`src/rtl/stream_demux_1to4_if.sv`:
```
// Handshake bundle for the 1-to-4 stream demultiplexer.
// The master side is the producer and consumers; the slave side is the demux itself.
interface stream_demux_1to4_if #(
  parameter int N  = 32,
  parameter int CW = 16
);

  logic [N-1:0]  in_data;
  logic [1:0]    in_sel;
  logic          in_valid;
  logic          in_ready;
  logic [N-1:0]  out_data0;
  logic [N-1:0]  out_data1;
  logic [N-1:0]  out_data2;
  logic [N-1:0]  out_data3;
  logic [3:0]    out_valid;
  logic [3:0]    out_ready;
  logic [CW-1:0] cnt0;
  logic [CW-1:0] cnt1;
  logic [CW-1:0] cnt2;
  logic [CW-1:0] cnt3;

  modport master (
    output in_data, in_sel, in_valid, out_ready,
    input  in_ready, out_data0, out_data1, out_data2, out_data3, out_valid,
    input  cnt0, cnt1, cnt2, cnt3
  );

  modport slave (
    input  in_data, in_sel, in_valid, out_ready,
    output in_ready, out_data0, out_data1, out_data2, out_data3, out_valid,
    output cnt0, cnt1, cnt2, cnt3
  );

endinterface

```
`src/rtl/stream_demux_1to4.sv`:
```
// Registered 1-to-4 stream demultiplexer.
// Each beat is steered by in_sel into a one-entry register on one of four channels.
// A channel that is full and stalled only blocks beats addressed to itself.
// Optional feature macro: DEMUX_CNT_EN adds a wrapping accepted-beat counter per channel.
module stream_demux_1to4 #(
  parameter int N  = 32,
  parameter int CW = 16
) (
  input logic                clk,
  input logic                rst_n,
  stream_demux_1to4_if.slave bus
);

  localparam logic [0:0] EMPTY = 1'b0;
  localparam logic [0:0] FULL  = 1'b1;

  logic [0:0]   state_q [4];
  logic [N-1:0] data_q  [4];
  logic [3:0]   full;
  logic [3:0]   push;
  logic [3:0]   pop;
  logic         in_ready;

  // Decode which channel registers currently hold a beat.
  always_comb begin
    full = '0;
    for (int k = 0; k < 4; k++) begin
      full[k] = (state_q[k] == FULL);
    end
  end

  // Only the addressed channel decides acceptance, so one stalled consumer cannot block the others.
  assign in_ready = ~full[bus.in_sel] | bus.out_ready[bus.in_sel];

  // Route the accepted beat to exactly one channel.
  always_comb begin
    push = '0;
    for (int k = 0; k < 4; k++) begin
      push[k] = bus.in_valid & in_ready & (bus.in_sel == 2'(k));
    end
  end

  assign pop = full & bus.out_ready;

  // Per-channel EMPTY/FULL state; a simultaneous pop and push keeps the channel full with no bubble.
  always_ff @(posedge clk) begin
    if (!rst_n) begin
      for (int k = 0; k < 4; k++) begin
        state_q[k] <= EMPTY;
      end
    end else begin
      for (int k = 0; k < 4; k++) begin
        case (state_q[k])
          EMPTY: begin
            if (push[k]) state_q[k] <= FULL;
          end
          FULL: begin
            if (!push[k] && pop[k]) state_q[k] <= EMPTY;
          end
          default: state_q[k] <= EMPTY;
        endcase
      end
    end
  end

  // Payload registers load only on a push and otherwise hold, even after the beat is popped.
  always_ff @(posedge clk) begin
    if (!rst_n) begin
      for (int k = 0; k < 4; k++) begin
        data_q[k] <= '0;
      end
    end else begin
      for (int k = 0; k < 4; k++) begin
        if (push[k]) data_q[k] <= bus.in_data;
      end
    end
  end

  assign bus.in_ready  = in_ready;
  assign bus.out_valid = full;
  assign bus.out_data0 = data_q[0];
  assign bus.out_data1 = data_q[1];
  assign bus.out_data2 = data_q[2];
  assign bus.out_data3 = data_q[3];

`ifdef DEMUX_CNT_EN
  logic [CW-1:0] cnt_q [4];

  // Count accepted beats per channel, wrapping naturally at the counter width.
  always_ff @(posedge clk) begin
    if (!rst_n) begin
      for (int k = 0; k < 4; k++) begin
        cnt_q[k] <= '0;
      end
    end else begin
      for (int k = 0; k < 4; k++) begin
        if (push[k]) cnt_q[k] <= cnt_q[k] + 1'b1;
      end
    end
  end

  assign bus.cnt0 = cnt_q[0];
  assign bus.cnt1 = cnt_q[1];
  assign bus.cnt2 = cnt_q[2];
  assign bus.cnt3 = cnt_q[3];
`else
  assign bus.cnt0 = {CW{1'b0}};
  assign bus.cnt1 = {CW{1'b0}};
  assign bus.cnt2 = {CW{1'b0}};
  assign bus.cnt3 = {CW{1'b0}};
`endif

endmodule

```
`src/flat_wrapper.sv`:
```
// flat-port wrapper written by rule: the top's interface ports become plain ports
module stream_demux_1to4_flat 
#(
  parameter int N  = 32,
  parameter int CW = 16
)
  (clk, rst_n, bus_in_data, bus_in_sel, bus_in_valid, bus_out_ready, bus_in_ready, bus_out_data0, bus_out_data1, bus_out_data2, bus_out_data3, bus_out_valid, bus_cnt0, bus_cnt1, bus_cnt2, bus_cnt3);
  stream_demux_1to4_if #(.N(N), .CW(CW)) bus_i ();
  input logic clk;
  input logic rst_n;
  input wire logic [$bits(bus_i.in_data)-1:0] bus_in_data;
  input wire logic [$bits(bus_i.in_sel)-1:0] bus_in_sel;
  input wire logic [$bits(bus_i.in_valid)-1:0] bus_in_valid;
  input wire logic [$bits(bus_i.out_ready)-1:0] bus_out_ready;
  output wire logic [$bits(bus_i.in_ready)-1:0] bus_in_ready;
  output wire logic [$bits(bus_i.out_data0)-1:0] bus_out_data0;
  output wire logic [$bits(bus_i.out_data1)-1:0] bus_out_data1;
  output wire logic [$bits(bus_i.out_data2)-1:0] bus_out_data2;
  output wire logic [$bits(bus_i.out_data3)-1:0] bus_out_data3;
  output wire logic [$bits(bus_i.out_valid)-1:0] bus_out_valid;
  output wire logic [$bits(bus_i.cnt0)-1:0] bus_cnt0;
  output wire logic [$bits(bus_i.cnt1)-1:0] bus_cnt1;
  output wire logic [$bits(bus_i.cnt2)-1:0] bus_cnt2;
  output wire logic [$bits(bus_i.cnt3)-1:0] bus_cnt3;
  assign bus_i.in_data = bus_in_data;
  assign bus_i.in_sel = bus_in_sel;
  assign bus_i.in_valid = bus_in_valid;
  assign bus_i.out_ready = bus_out_ready;
  assign bus_in_ready = bus_i.in_ready;
  assign bus_out_data0 = bus_i.out_data0;
  assign bus_out_data1 = bus_i.out_data1;
  assign bus_out_data2 = bus_i.out_data2;
  assign bus_out_data3 = bus_i.out_data3;
  assign bus_out_valid = bus_i.out_valid;
  assign bus_cnt0 = bus_i.cnt0;
  assign bus_cnt1 = bus_i.cnt1;
  assign bus_cnt2 = bus_i.cnt2;
  assign bus_cnt3 = bus_i.cnt3;
  stream_demux_1to4 #(.N(N), .CW(CW)) u_core (.clk(clk), .rst_n(rst_n), .bus(bus_i));
endmodule
```
`config.mk`:
```
export PLATFORM = sky130hd
export DESIGN_NAME = stream_demux_1to4_flat
export DESIGN_NICKNAME = d
export VERILOG_FILES = /design/src/rtl/stream_demux_1to4_if.sv /design/src/rtl/stream_demux_1to4.sv /design/src/flat_wrapper.sv
export SDC_FILE = /design/constraint.sdc
export NUM_CORES = 1
export LEC_CHECK = 0
export CORE_ASPECT_RATIO = 2
export CORE_MARGIN = 2
export CORE_UTILIZATION = 46
export DETAILED_ROUTE_END_ITERATION = 8
export GPL_ROUTABILITY_DRIVEN = 1
export PLACE_DENSITY = 0.82
export SETUP_SLACK_MARGIN = 0.05
export SYNTH_ARGS = -nofsm -noshare
export SYNTH_HDL_FRONTEND = slang
export SYNTH_SLANG_ARGS = --single-unit
```
`constraint.sdc`:
```
create_clock -name clk -period 10.8 [get_ports clk]
set_clock_uncertainty 0.05 [all_clocks]
set_input_delay 2.16 -clock clk [delete_from_list [all_inputs] [get_ports clk]]
set_output_delay 2.16 -clock clk [all_outputs]
set_load 0.005 [all_outputs]
```
==> flow_summary.yaml, run 1 <==
outcome:
  outcome: "complete, no violations"
clock_tree:
  htree_levels: 4
  insertion_delay_ns: 0.41
  cts_root_buffer: "clkbuf_16"
  numCtsBuffers: 17
  cts_max_path_buffers: 2
  clkSlewWorstSetupHoldPaths_ns: 0.05
  cts_sinks: 132
  cts_tree: "built"
  cts_resized: 0
  hold_buffers: 0
  postCtsSetupBuffers: 0
detailed_routing:
  routed_wirelength_mm: 15.08
  ant_nets: 0
  via_per_inst: 5.518
  dr.pass1.iters: 5
  drc_errors: 0
  drt_iter0_drc: 588
  vias: 4166
  avgRoutedWirePerCell_um: 19.98
grt:
  grt_max_degree: 43
  grt_antenna_before_repair: 0
  grt_pass1_wl_mm: 22.60
  grt.total_usage: 0.2254
  grt_pass1_vias: 3962
  overflow: 0
sta:
  period_needed_ns: 6.124
  hold_viol_final: 0
  max_freq_ghz: 0.1633
  worstMarginPinSlew_ns: 0.9586
  fin_setup_tns_ns: 0
  slew_viol_final: 0
  rsz0062_at_grt: "no"
  slew_headroom: 0.3609
  period_share: 0.5671
  setup_viol: 0
floorplan:
  core_um2: 12200
  num_rows: 57
  start_util: 0.4716
  dieArea_um2: 13470
  die_h_um: 162.1
  die_x_um: 83.07
  io-pin-count: 238
placed_design:
  place.gp.congestion: 0.8241
  portBuffers: 173
  dp_hpwl_mm: 10.15
power:
  p_seq_frac: 0.466
  power_frac_comb: 0.106
  clkPwrFrac: 0.428
  irDropWorstVdd_mv: 0.1497
  swShare: 0.2183
  p_int_mw: 1.018
  leakagePower_nw: 2.800
  power_density_nw_per_um2: 164.6
  p_switching_mw: 0.2842
  p_total_mw: 1.302
layout:
  fillers: 897
  nNetsFinal: 637
  drive_gt1_frac: 0.07237
  n_antenna_cell: 0
  areaGrowthSynthToFinish_pct: 37.50
synth:
  synth_area_um2: 5752
  syn-mean-instance-area_um2: 13.13
  synthDistinctLibCells: 22
  syn_inst: 438
  ys_ff_latch: 132
  yosysWarningCount: 0
  yosysSeqAreaShare: 0.6891
min_path:
  min_path_type: "reg2reg"
  whs_path_depth: 1
flow_run:
  max_cap_viol_count: 0
worst_setup_path:
  cp.required_ns: 8.59
  critPathMaxFanout: 13
  r2r_cells: 3
  cp-end-kind: "output port"
  worst-setup-path-type: "in2out"
  cp-start-kind: "input pin"
  cp_data_arrival_time_ns: 3.91
[metrics by stage]
stage	cell area (um2)	util	setup slack (ns)	cells	hold slack (ns)
after floorplan	5988	-	5.317	501	0.5835
after global placement	7338	0.6017	4.745	724	0.6165
after detailed placement	7338	0.6017	4.698	724	0.6176
after CTS	7909	0.6485	4.679	755	0.6364
after global routing	7909	0.6485	4.645	755	0.6734
final	7909	0.6485	4.676	755	0.6381
[flip-flops by register name, indices dropped and copies added, names as in the netlist]
| name | count |
|---|---|
| u_core.state_q | 4 |
| u_core.data_q | 128 |
[power by group through the flow]
stage	combinational, mW	clock (mW)	sequential [mW]
after global routing	0.147	0.587	0.608
after CTS	0.138	0.559	0.607
after detailed placement	0.137	0	0.617
after floorplan	0.0645	0	0.617
after global placement	0.134	0	0.616
final	0.138	0.557	0.607
[kinds of logic after synthesis]
group           after synthesis  share of synthesized area
other cells                   1                  0.0006520
simple gates                189                     0.1712
compound gates                8                    0.01044
mux                           1                   0.003915
buf+inv                     107                     0.1246
flops                       132                     0.6891
[synthesized netlist by cell type, drive strengths merged]
library cell,instances,area share
inv,1,0.00065
mux4,1,0.0039
or2,1,0.0011
nand4bb,2,0.0039
nor3b,1,0.0013
o211ai,4,0.0052
nand2b,6,0.0065
nand4b,1,0.0015
nor2b,4,0.0043
buf,95,0.12
nor3,132,0.11
clkbuf,11,0.0072
edfxtp,132,0.69
nand3,32,0.028
and3,1,0.0011
or4b,1,0.0017
conb,1,0.00065
o31ai,4,0.0052
nand2,6,0.0039
and3b,2,0.0030
[path summary, 6_finish.rpt]
path | startpoint | endpoint | slack (ns)
max | bus_in_sel[0] | bus_in_ready | 4.68
max reg2reg | u_core.state_q[0][2] | u_core.data_q[2][15] | 8.62
min | u_core.state_q[0][0] | u_core.state_q[0][0] | 0.64
min reg2reg | u_core.state_q[0][0] | u_core.state_q[0][0] | 0.64
[cell usage in the layout, fill, tap and decap left out]
master,netlist,layout
clkinv_2,0,3
clkinv_1,0,5
and3b_1,2,2
nand2_1,6,6
clkbuf_16,0,17
nand4b_1,1,1
nor3b_1,1,1
buf_4,66,9
clkinv_4,0,2
o211ai_1,4,4
bufinv_16,0,3
or4b_1,1,1
clkdlybuf4s50_1,0,172
conb_1,1,64
nor3_1,132,132
nor2b_4,0,4
buf_2,24,1
and3_1,1,1
edfxtp_1,132,132
o31ai_4,0,4
clkbuf_1,11,1
nand4bb_1,2,2
or2_1,1,1
nand3_1,32,32
nand2b_1,6,6
inv_1,1,1
mux4_2,1,1
[area by class of cell]
| class | instances | area [um2] | share of cell area |
|---|---|---|---|
| Sequential cell | 132 | 3964 | 0.5012 |
| Tap cell | 147 | 183.9 | 0.02326 |
| Multi-Input combinational cell | 262 | 1393 | 0.1761 |
| Timing Repair Buffer | 182 | 1794 | 0.2269 |
| Clock buffer | 18 | 429.2 | 0.05426 |
| Clock inverter | 13 | 141.4 | 0.01788 |
| Inverter | 1 | 3.754 | 0.0004746 |
[per-layer routing]
layer	global-route usage	vias to the layer above	wire, um
li1	-	1819	-
met1	0.2434	1972	4749
met2	0.3915	328	8164
met3	0.05996	47	1361
met4	0.1356	0	808
met5	0	-	0
[worst max-delay path: stages]
cell	delay, ns
clkdlybuf4s50_1	0.69
mux4_2	0.58
clkdlybuf4s50_1	0.48
No activity file was read; power rests on OpenSTA's default activity.
==> inputs of run 2 (changes only) <==
- CORE_UTILIZATION: 46 -> 39
- PLACE_DENSITY: 0.82 -> 0.74
- clock period: 10.8 -> 5.4 ns (I/O delays scaled with it)
==> flow_summary.yaml, run 2 (synthesis results as in run 1) <==
worst_setup_path:
  worst-setup-path-type: "in2out"
  critPathMaxFanout: 13
  cp.required_ns: 4.27
  cp-start-kind: "input pin"
  cp-end-kind: "output port"
  cp_data_arrival_time_ns: 2.85
grt:
  grt_pass1_wl_mm: 23.07
  grt_max_degree: 43
  grt_antenna_before_repair: 0
  grt_pass1_vias: 3902
  grt.total_usage: 0.1965
  overflow: 0
layout:
  top_register: "u_core.data_q"
  fin_cells: 797
  fin_area_um2: 8030
  top_regs: "u_core.data_q x128, u_core.state_q x4"
  nNetsFinal: 634
  areaGrowthSynthToFinish_pct: 39.61
  final_common_cell: "clkdlybuf4s50_1"
  layout_common_cells: "clkdlybuf4s50_1 (171), nor3_1 (132), edfxtp_1 (132)"
  drive_gt1_frac: 0.07934
  n_antenna_cell: 0
  largest_reg_flops: 128
detailed_routing:
  vias: 4052
  drt_iter0_drc: 410
  drc_errors: 0
  ant_nets: 0
  dr.pass1.iters: 5
  avgRoutedWirePerCell_um: 19.99
  via_per_inst: 5.084
  routed_wirelength_mm: 15.94
clock_tree:
  postCtsSetupBuffers: 0
  numCtsBuffers: 17
  cts_sinks: 132
  clkSlewWorstSetupHoldPaths_ns: 0.06
  hold_buffers: 0
  insertion_delay_ns: 0.41
  cts_resized: 0
  cts_max_path_buffers: 2
  htree_levels: 4
  cts_root_buffer: "clkbuf_16"
  cts_tree: "built"
placed_design:
  dp_hpwl_mm: 11.38
  place_area_um2: 7372
  place.gp.congestion: 0.8007
  portBuffers: 173
  dp_cells: 766
  dp_slack_ns: 1.409
sta:
  worstMarginPinSlew_ns: 0.9239
  fin_setup_tns_ns: 0
  period_needed_ns: 3.980
  rsz0062_at_grt: "no"
  max_freq_ghz: 0.2513
  slew_viol_final: 0
  finalWorstSetupSlack_ns: 1.420
  setup_viol: 0
  period_share: 0.7370
  slew_headroom: 0.3841
  hold_viol_final: 0
power:
  irDropWorstVdd_mv: 0.1965
  power_density_nw_per_um2: 345.1
  leakagePower_nw: 2.817
  p_total_mw: 2.772
floorplan:
  start_util: 0.3986
  dieArea_um2: 15790
  io-pin-count: 238
  die_h_um: 175.7
  die_x_um: 89.87
  core_um2: 14430
  num_rows: 62
min_path:
  min_path_type: "reg2reg"
outcome:
  outcome: "complete, no violations"
flow_run:
  max_cap_viol_count: 0
[run 2: per-stage QoR]
stage / utilization / hold WS (ns)
detailed placement: 0.5109 / 0.6254
CTS: 0.5565 / 0.6369
floorplan: - / 0.5835
global route: 0.5565 / 0.6625
global placement: 0.5109 / 0.6201
finish: 0.5565 / 0.6374
[run 2: worst max-delay path: stages]
cell and delay (ns):
clkdlybuf4s50_1 0.72, mux4_2 0.58, clkdlybuf4s50_1 0.46
[run 2: area by class of cell]
type	instances	area (um2)
Fill cell	1204	6399
Sequential cell	132	3964
Timing Repair Buffer	179	1767
Multi-Input combinational cell	262	1398
Clock buffer	17	425.4
Tap cell	192	240.2
Clock inverter	14	232.7
Inverter	1	3.754
[run 2: report_power, final]
part           switching [mW]  leakage (nW)  internal (mW)
clock network           0.422         0.311          0.861
registers              0.0281          1.38           1.19
logic                   0.140          1.12          0.134
[run 2: worst paths after layout]
path                                      startpoint                    to  slack, ns  cells past startpoint
worst max-delay path                   bus_in_sel[0]          bus_in_ready       1.42                      3
worst min-delay path            u_core.state_q[0][0]  u_core.state_q[0][0]       0.64                      1
worst min register to register  u_core.state_q[0][0]  u_core.state_q[0][0]       0.64                      1
worst max register to register  u_core.state_q[0][0]  u_core.data_q[0][26]       3.19                      3
[run 2: layer usage]
layer	GRT usage	up-vias	share of wire
met1	0.2031	1924	0.32
li1	-	1812	-
met5	0	-	0
met2	0.3516	275	0.55
met4	0.1224	0	0.054
met3	0.05148	41	0.078
==> inputs of run 3 (changes only) <==
- CORE_UTILIZATION: 39 -> 43
- PLACE_DENSITY: 0.74 -> 0.77
- clock period: 5.4 -> 4.1 ns (I/O delays scaled with it)
==> flow_summary.yaml, run 3 (synthesis results as in run 1) <==
layout:
  layout_common_cells: "clkdlybuf4s50_1 (171), nor3_1 (132), edfxtp_1 (132)"
  n_antenna_cell: 0
  fin_area_um2: 7986
  drive_gt1_frac: 0.08333
  fillers: 1002
  nNetsFinal: 640
  final_common_cell: "clkdlybuf4s50_1"
  top_register: "u_core.data_q"
  top_regs: "u_core.data_q x128, u_core.state_q x4"
  areaGrowthSynthToFinish_pct: 38.85
  largest_reg_flops: 128
clock_tree:
  hold_buffers: 0
  numCtsBuffers: 17
  cts_resized: 0
  insertion_delay_ns: 0.42
  cts_tree: "built"
  cts_max_path_buffers: 2
  cts_sinks: 132
  htree_levels: 4
  postCtsSetupBuffers: 0
  clkSlewWorstSetupHoldPaths_ns: 0.05
  cts_root_buffer: "clkbuf_16"
worst_setup_path:
  cp_data_arrival_time_ns: 2.61
  slowest_stage: "clkdlybuf4s50_1"
  crit_end: "bus_in_ready"
  worst-setup-path-type: "in2out"
  critPathMaxFanout: 13
  cpMostUsedCell: "clkdlybuf4s50_1"
  path_delay_family: "buffers and inverters"
  slowest_delay_ns: 0.73
  r2r-end: "u_core.data_q[3][10]"
  worst-r2r-setup-slack_ns: 2.01
  critPathLaunch: "bus_in_sel[0]"
  r2r-start: "u_core.state_q[0][3]"
  path_buf_inv: 2
  cp.required_ns: 3.23
  crit_chain: "clkdlybuf4s50_1 -> mux4_2 -> clkdlybuf4s50_1"
  cp-start-kind: "input pin"
  cp-end-kind: "output port"
  r2r_cells: 3
  critical_path_depth: 3
placed_design:
  portBuffers: 173
  dp_slack_ns: 0.6335
  place_area_um2: 7365
  place.gp.congestion: 0.8329
  dp_hpwl_mm: 10.61
floorplan:
  dieArea_um2: 14370
  die_h_um: 167.6
  io-pin-count: 238
  die_x_um: 85.78
  core_um2: 13070
  num_rows: 59
  start_util: 0.4402
sta:
  period_share: 0.8480
  hold_viol_final: 0
  worstMarginPinSlew_ns: 0.9871
  slew_headroom: 0.3420
  fin_setup_tns_ns: 0
  period_needed_ns: 3.477
  slew_viol_final: 0
  hold_ws_ns: 0.6373
  max_freq_ghz: 0.2876
  setup_viol: 0
  rsz0062_at_grt: "no"
  finalWorstSetupSlack_ns: 0.6234
min_path:
  min_path_type: "reg2reg"
detailed_routing:
  vias: 4173
  ant_nets: 0
  dr.pass1.iters: 9
  via_per_inst: 5.462
  drt_iter0_drc: 405
  drc_errors: 14
  avgRoutedWirePerCell_um: 20.62
  routed_wirelength_mm: 15.76
power:
  p_total_mw: 3.568
  power_density_nw_per_um2: 446.8
  irDropWorstVdd_mv: 0.3275
  leakagePower_nw: 2.837
outcome:
  outcome: "finished with violations"
  failed_checks: "DRC"
grt:
  grt_pass1_wl_mm: 23.68
  grt_max_degree: 43
  grt.total_usage: 0.2242
  grt_pass1_vias: 4133
  overflow: 0
  grt_antenna_before_repair: 0
flow_run:
  max_cap_viol_count: 0
-- run 3: cell count changes in the layout (fill, tap and decap cells not counted), sizes merged --
cell / before / now
buf: 8 / 14
clkbuf: 17 / 20
clkinv: 3 / 6
clkinvlp: 3 / 1
inv: 3 / 1
bufinv: 6 / 5
-- run 3: cell type report --
type,instances,area [um2],area share
Clock buffer,20,436.7,0.05468
Clock inverter,12,185.2,0.02319
Inverter,1,3.754,0.0004700
Multi-Input combinational cell,262,1395,0.1747
Sequential cell,132,3964,0.4963
Tap cell,152,190.2,0.02381
Timing Repair Buffer,185,1812,0.2269
-- run 3: how the worst min path moves through the flow --
stage,endpoint,cells after the start,slack [ns],startpoint
after floorplan,u_core.state_q[0][0],1,0.58,u_core.state_q[0][0]
after global placement,u_core.state_q[0][1],1,0.61,u_core.state_q[0][1]
after detailed placement,u_core.state_q[0][0],1,0.63,u_core.state_q[0][0]
after CTS,u_core.state_q[0][0],1,0.64,u_core.state_q[0][0]
after global routing,u_core.state_q[0][2],1,0.68,u_core.state_q[0][2]
final,u_core.state_q[0][0],1,0.64,u_core.state_q[0][0]
-- run 3: per-stage QoR --
stage / cells / utilization
5_1_grt: 764 / 0.6112
4_1_cts: 764 / 0.6112
3_5_place_dp: 732 / 0.5636
2_1_floorplan: 501 / -
3_3_place_gp: 732 / 0.5636
6_report: 764 / 0.6112
-- run 3: power by group --
group / switching (mW) / internal (mW) / total (mW)
logic: 0.193 / 0.180 / 0.373
registers: 0.0296 / 1.56 / 1.59
clock network: 0.533 / 1.07 / 1.60
total: 0.756 / 2.81 / 3.57
-- run 3: per-layer routing --
metal  track usage  wire (um)
met5             0          0
met4        0.1415        802
met3       0.04485       1301
met2        0.3981       8687
met1        0.2354       4963
